==> src/rtl/regfile_pkg.sv <==
// Shared register-file writeback definitions: default widths and the writeback payload.
package regfile_pkg;

    localparam int unsigned RF_WIDTH = 32;
    localparam int unsigned RF_ADDR  = 5;

    typedef struct packed {
        logic [RF_ADDR-1:0]  rd;
        logic [RF_WIDTH-1:0] wdata;
    } wb_req_t;

endpackage

==> src/rtl/rr_arbiter.sv <==
// One-hot writeback arbiter: round-robin when REGFILE_WB_RR_ARB_EN is defined,
// otherwise fixed priority with the lowest index winning and no state.
module rr_arbiter #(
    parameter int unsigned NREQ = 3
) (
`ifdef REGFILE_WB_RR_ARB_EN
    input  logic            clk,
    input  logic            reset_n,
`endif
    input  logic [NREQ-1:0] req,
    output logic [NREQ-1:0] grant_c
);

    function automatic logic [NREQ-1:0] lowest_set(input logic [NREQ-1:0] v);
        logic [NREQ-1:0] res;
        logic            found;
        res   = '0;
        found = 1'b0;
        for (int unsigned i = 0; i < NREQ; i++) begin
            if (v[i] && !found) begin
                res[i] = 1'b1;
                found  = 1'b1;
            end
        end
        return res;
    endfunction

`ifdef REGFILE_WB_RR_ARB_EN
    localparam int unsigned PW = (NREQ > 1) ? $clog2(NREQ) : 1;

    logic [PW-1:0]   ptr;
    logic [NREQ-1:0] above;
    logic [NREQ-1:0] masked;

    // Prefer requesters above the last winner, wrap to the lowest otherwise.
    always_comb begin
        above = '0;
        for (int unsigned i = 0; i < NREQ; i++) begin
            above[i] = (i > 32'(ptr));
        end
        masked  = req & above;
        grant_c = (|masked) ? lowest_set(masked) : lowest_set(req);
    end

    always_ff @(posedge clk) begin
        if (!reset_n) begin
            ptr <= PW'(NREQ - 1);
        end else begin
            for (int unsigned i = 0; i < NREQ; i++) begin
                if (grant_c[i]) begin
                    ptr <= PW'(i);
                end
            end
        end
    end
`else
    always_comb begin
        grant_c = lowest_set(req);
    end
`endif

endmodule

==> src/rtl/regfile_wb_arbiter.sv <==
// Writeback arbiter in front of the register file, with a pending-write scoreboard.
// Define REGFILE_WB_RR_ARB_EN for round-robin arbitration; default is fixed priority.
module regfile_wb_arbiter
    import regfile_pkg::*;
#(
    parameter int unsigned WIDTH = RF_WIDTH,
    parameter int unsigned ADDR  = RF_ADDR,
    parameter int unsigned NREQ  = 3
) (
    input  logic                  clk,
    input  logic                  reset_n,
    input  logic [NREQ-1:0]       req_valid,
    output logic [NREQ-1:0]       req_ready,
    input  logic [NREQ*ADDR-1:0]  req_rd,
    input  logic [NREQ*WIDTH-1:0] req_wdata,
    output logic                  rf_wr_en,
    output logic [ADDR-1:0]       rf_rd,
    output logic [WIDTH-1:0]      rf_wdata,
    input  logic                  sb_set,
    input  logic [ADDR-1:0]       sb_set_rd,
    input  logic [ADDR-1:0]       rs1,
    input  logic [ADDR-1:0]       rs2,
    output logic                  hazard1,
    output logic                  hazard2
);

    localparam int unsigned NSB = 2 ** ADDR;

    logic [NREQ-1:0]  arb_req;
    logic [NREQ-1:0]  grant;
    logic             transfer;
    logic [ADDR-1:0]  sel_rd;
    logic [WIDTH-1:0] sel_wdata;
    logic [NSB-1:0]   sb;
    logic [NSB-1:0]   sb_next;

    // Requests seen during reset are never granted.
    assign arb_req = reset_n ? req_valid : '0;

    rr_arbiter #(.NREQ(NREQ)) u_arb (
`ifdef REGFILE_WB_RR_ARB_EN
        .clk     (clk),
        .reset_n (reset_n),
`endif
        .req     (arb_req),
        .grant_c (grant)
    );

    assign req_ready = grant;
    assign transfer  = |grant;

    always_comb begin
        sel_rd    = '0;
        sel_wdata = '0;
        for (int unsigned i = 0; i < NREQ; i++) begin
            if (grant[i]) begin
                sel_rd    = req_rd[i*ADDR +: ADDR];
                sel_wdata = req_wdata[i*WIDTH +: WIDTH];
            end
        end
    end

    // x0 writes are accepted but never reach the register file.
    always_ff @(posedge clk) begin
        if (!reset_n) begin
            rf_wr_en <= 1'b0;
            rf_rd    <= '0;
            rf_wdata <= '0;
        end else begin
            rf_wr_en <= transfer && (sel_rd != '0);
            if (transfer) begin
                rf_rd    <= sel_rd;
                rf_wdata <= sel_wdata;
            end
        end
    end

    // Set wins over a same-cycle clear; bit 0 is never pending.
    always_comb begin
        sb_next = '0;
        for (int unsigned i = 1; i < NSB; i++) begin
            sb_next[i] = (sb_set && (sb_set_rd == ADDR'(i)))
                       | (sb[i] && !(rf_wr_en && (rf_rd == ADDR'(i))));
        end
    end

    always_ff @(posedge clk) begin
        if (!reset_n) begin
            sb <= '0;
        end else begin
            sb <= sb_next;
        end
    end

    assign hazard1 = sb[rs1];
    assign hazard2 = sb[rs2];

endmodule

==> config.mk <==
export PLATFORM = sky130hd
export DESIGN_NAME = regfile_wb_arbiter
export DESIGN_NICKNAME = d
export VERILOG_FILES = /design/src/rtl/regfile_pkg.sv /design/src/rtl/rr_arbiter.sv /design/src/rtl/regfile_wb_arbiter.sv
export SDC_FILE = /design/constraint.sdc
export NUM_CORES = 1
export LEC_CHECK = 0
export ABC_AREA = 0
export CORE_MARGIN = 2
export CORE_UTILIZATION = 43
export CTS_BUF_LIST = sky130_fd_sc_hd__clkbuf_4
export CTS_CLUSTER_SIZE = 30
export DETAILED_ROUTE_END_ITERATION = 10
export PLACE_DENSITY = 0.89
export SLEW_MARGIN = 20
export SYNTH_ARGS = -nofsm -noshare
export SYNTH_HDL_FRONTEND = slang
export SYNTH_SLANG_ARGS = --single-unit
==> constraint.sdc <==
create_clock -name clk -period 1.6 [get_ports clk]
set_input_delay 0.16 -clock clk [delete_from_list [all_inputs] [get_ports clk]]
set_output_delay 0.16 -clock clk [all_outputs]
set_load 0.01 [all_outputs]
==> metrics.md <==
| Metric | Value |
|---|---|
| Status | finished, violations left |
| Failing checks | setup timing |
| MaxCap Viol Count | 0 |
| Post-route ant nets | 0 |
| Type of the most critical hold path | in -> reg |
| Met3 Resource Use GR | 4.24% |
| Count of input and output buffers | between 150 and 200 |
| Max-slew violations | 0 |
| Core Region | 8640 sq um |
| Maximum vdd drop | approximately 0.00038 V |
| First-pass GRT wire length | between 20000 and 25000 um |
| Fraction of layout cells with a size suffix above 1 | 14.0% |
| Slew Limit Headroom | around 54% |
| Most common cell after layout, fill and taps aside | clkdlybuf4s50_1 |
| DR vias/cell | 5.72 |
| Total Routing Usage GR | between 20% and 30% |
| DRC | 0 |
| Synth Area in Adders | 0% |
| Fraction of the mapped netlist area in simple logic gates | 19.6% |
| Synth Net Count | 597 |
| # fillers | 650 |
| Final Hold Fails | 0 |
| CP required | 1.44 ns |
| Vias in the first global route | approximately 4400 |
| CP endpoint kind | output port |
| WL/cell | 17.1 um |
| Initial DRC count | a little over 200 |
| Least-Margin Pin Slew | 0.682 ns |
| I/O Pins | 175 |
| Initial core utilization | a little over two fifths |
| P per Cell Area | roughly 680 nW/um^2 |
| Clock latency on the worst-skew pair | roughly 0.41 ns |
| Max Clock Freq | ~500 MHz |
| Tmin final | 2.00 ns |
| HP Start | reset_n |
| Most frequent cells in the layout | 164 x clkdlybuf4s50_1, 67 x nand2_1, 60 x dfxtp_1, 51 x buf_4, 49 x o21ai_0 |
| # clock sinks | a little under 70 |
| Worst slack, placed | -0.813 ns |
| Setup Viol. Count Final | 2 |
| Area Overhead vs Synth | 59.9% |
| Number of CTS-inserted buffers | 9 |
| Fin nets | 798 |
| Final worst path period share | 125% |
| Syn Area/Cell | between 8 and 9 sq um |
| Crit Path Class | reg -> out |
| Drt pass-1 iters | 5 |
| Die Area | 9550 sq um |
| Reg2reg end | sb[21]$_SDFF_PN0_ |
| Vias | 4451 |
| Mapped Area | 3780 sq um |
| Met2 Resource Use GR | 49.5% |
| CP arrival | 1.84 ns |
| Hold-critical path depth | 2 |
| Layer with the highest usage | met2 |
| Post-synth cell types | 37 |
| CTS root buffer | clkbuf_4 |
| Worst-path fanout max | 3 |
| Maximum number of pins on one net before global-route repair | 45 |
| Worst Clk Skew | 0.0175 ns |
| Initial antenna violation count | 0 |
| Mux share of post-synthesis cell area | 8.68% |
| Clock-pin transition on the worst setup and hold timing paths | 0.12 ns |
| Sequential area share after synthesis | 36.6% |
| Startpoint types | flop |
| Largest family of logic cells by synthesized area | compound AO/OA/AOI/OAI gates |
| H-tree depth | 3 |
| Placement Rows | 34 |
| Routability cong. | 0.979 |
| Final Core Density | 69.9% |
| Detailed Place HPWL | about 11000 um |
| Met1 Use GR | about a third |
| Post-CTS Hold Buffers | 0 |
| TritonCTS clock tree | yes |
| RSZ-0062 raised after global routing | true |
| Synthesis Warnings | 0 |
| Synth Area in Compound Gates | 29.6% |
| Design Power | 0.00411 W |
| Register-to-Register Path Depth | 4 |
| WL final | 13300 um |
| Reg-to-Reg Start | rf_rd[1]$_SDFFE_PN0P_ |
| Final WS setup | -0.395 ns |
| Grt ovf | 0 |
| FF+latch count, synth | roughly 70 |
| Hold worst-path end | rf_wdata[11]$_SDFFE_PN0P_ |
| Cells after Synth | 465 |
| # diodes | 0 |
| CTS max path bufs | 2 |
| Cell leakage power | around 2.3 nW |
| Die height | between 90 and 100 um |
| XOR/XNOR share of the synthesized area | 0% |
| Die W | 97.7 um |
| Reg2Reg Setup Slack | 0.35 ns |
kinds of logic after synthesis:
group | Yosys count
mux | 25
flops | 69
simple gates | 154
compound gates | 177
buf+inv | 40
worst max-delay path, stage by stage (launching register included):
cell	delay, ns
dfxtp_2	0.35
mux4_2	0.48
mux2_4	0.29
nand3b_1	0.08
nand4_1	0.08
buf_2	0.15
registers in the layout, indices dropped and copies added, names as in the netlist:
| register | count |
|---|---|
| rf_wdata | 32 |
| sb | 31 |
| rf_rd | 5 |
| rf_wr_en | 1 |
metal layers:
| layer | wire length, um | vias to the layer above |
|---|---|---|
| met1 | 5120 | 2081 |
| met3 | 974 | 33 |
| met5 | 0 | - |
| li1 | - | 2114 |
| met2 | 6820 | 223 |
| met4 | 411 | 0 |
worst max-delay path by stage:
| stage | from | slack [ns] | end |
|---|---|---|---|
| floorplan | rs1[0] | 0.14 | hazard1 |
| global placement | rs1[0] | -0.76 | hazard1 |
| detailed placement | rs1[0] | -0.81 | hazard1 |
| CTS | sb[18]$_SDFF_PN0_ | -0.37 | hazard1 |
| global route | sb[18]$_SDFF_PN0_ | -0.43 | hazard1 |
| finish | sb[18]$_SDFF_PN0_ | -0.40 | hazard1 |
timing repair:
item                       4_1_cts  5_1_grt
setup buffers                    0        2
setup endpoints to repair       38       11
gates resized for setup         26       12
pin swaps                        1        4
power by group:
part	internal [W]	switching (W)	total, W
sequential	0.00182	0.0000716	0.00189
clock	0.000453	0.000609	0.00106
combinational	0.000678	0.000482	0.00116
total	0.00295	0.00116	0.00411
synthesized netlist by cell type (all sizes together):
| library cell | n | area, sq um |
|---|---|---|
| nor2 | 16 | 60.1 |
| and3b | 1 | 8.76 |
| dfxtp | 69 | 1380 |
| a221oi | 26 | 228 |
| nor2b | 20 | 125 |
| clkbuf | 16 | 60.1 |
| nand3b | 1 | 7.51 |
| a21oi | 36 | 180 |
| o21a | 1 | 7.51 |
| mux2i | 17 | 170 |
| or2 | 1 | 6.26 |
| nand2 | 68 | 258 |
| buf | 21 | 136 |
| nand2b | 7 | 43.8 |
| and2 | 2 | 12.5 |
| nand3 | 22 | 110 |
| mux4 | 6 | 135 |
| and3 | 2 | 12.5 |
| mux2 | 2 | 22.5 |
| o311a | 1 | 10.0 |
| o211ai | 1 | 7.51 |
| or4 | 1 | 7.51 |
| inv | 3 | 11.3 |
| o2111ai | 1 | 8.76 |
| a222oi | 5 | 50.1 |
| nor3 | 2 | 10.0 |
| a22oi | 5 | 37.5 |
| nor3b | 8 | 60.1 |
| o21ai | 68 | 340 |
| a211oi | 1 | 7.51 |
| o31a | 1 | 8.76 |
| a21boi | 31 | 233 |
| nand4 | 3 | 18.8 |
cell type report:
cell class / count / area (sq um) / share of cell area, %
Clock buffer: 9 / 67.6 / 1.12
Inverter: 3 / 16.3 / 0.269
Timing Repair Buffer: 227 / 2150 / 35.7
Multi-Input combinational cell: 356 / 2220 / 36.7
Sequential cell: 69 / 1390 / 23.1
Clock inverter: 6 / 55.1 / 0.912
Tap cell: 108 / 135 / 2.24
metrics by stage:
| step | TNS [ns] | instances | hold WS [ns] | area [sq um] |
|---|---|---|---|---|
| after floorplan | 0 | 465 | 0.296 | 3780 |
| after global placement | -18.71 | 761 | 0.434 | 5870 |
| after detailed placement | -21.19 | 761 | 0.439 | 5870 |
| after CTS | -0.679 | 776 | 0.357 | 6000 |
| after global routing | -0.848 | 778 | 0.106 | 6040 |
| final | -0.701 | 778 | 0.0884 | 6040 |
No activity file was read; power rests on OpenSTA's default activity.
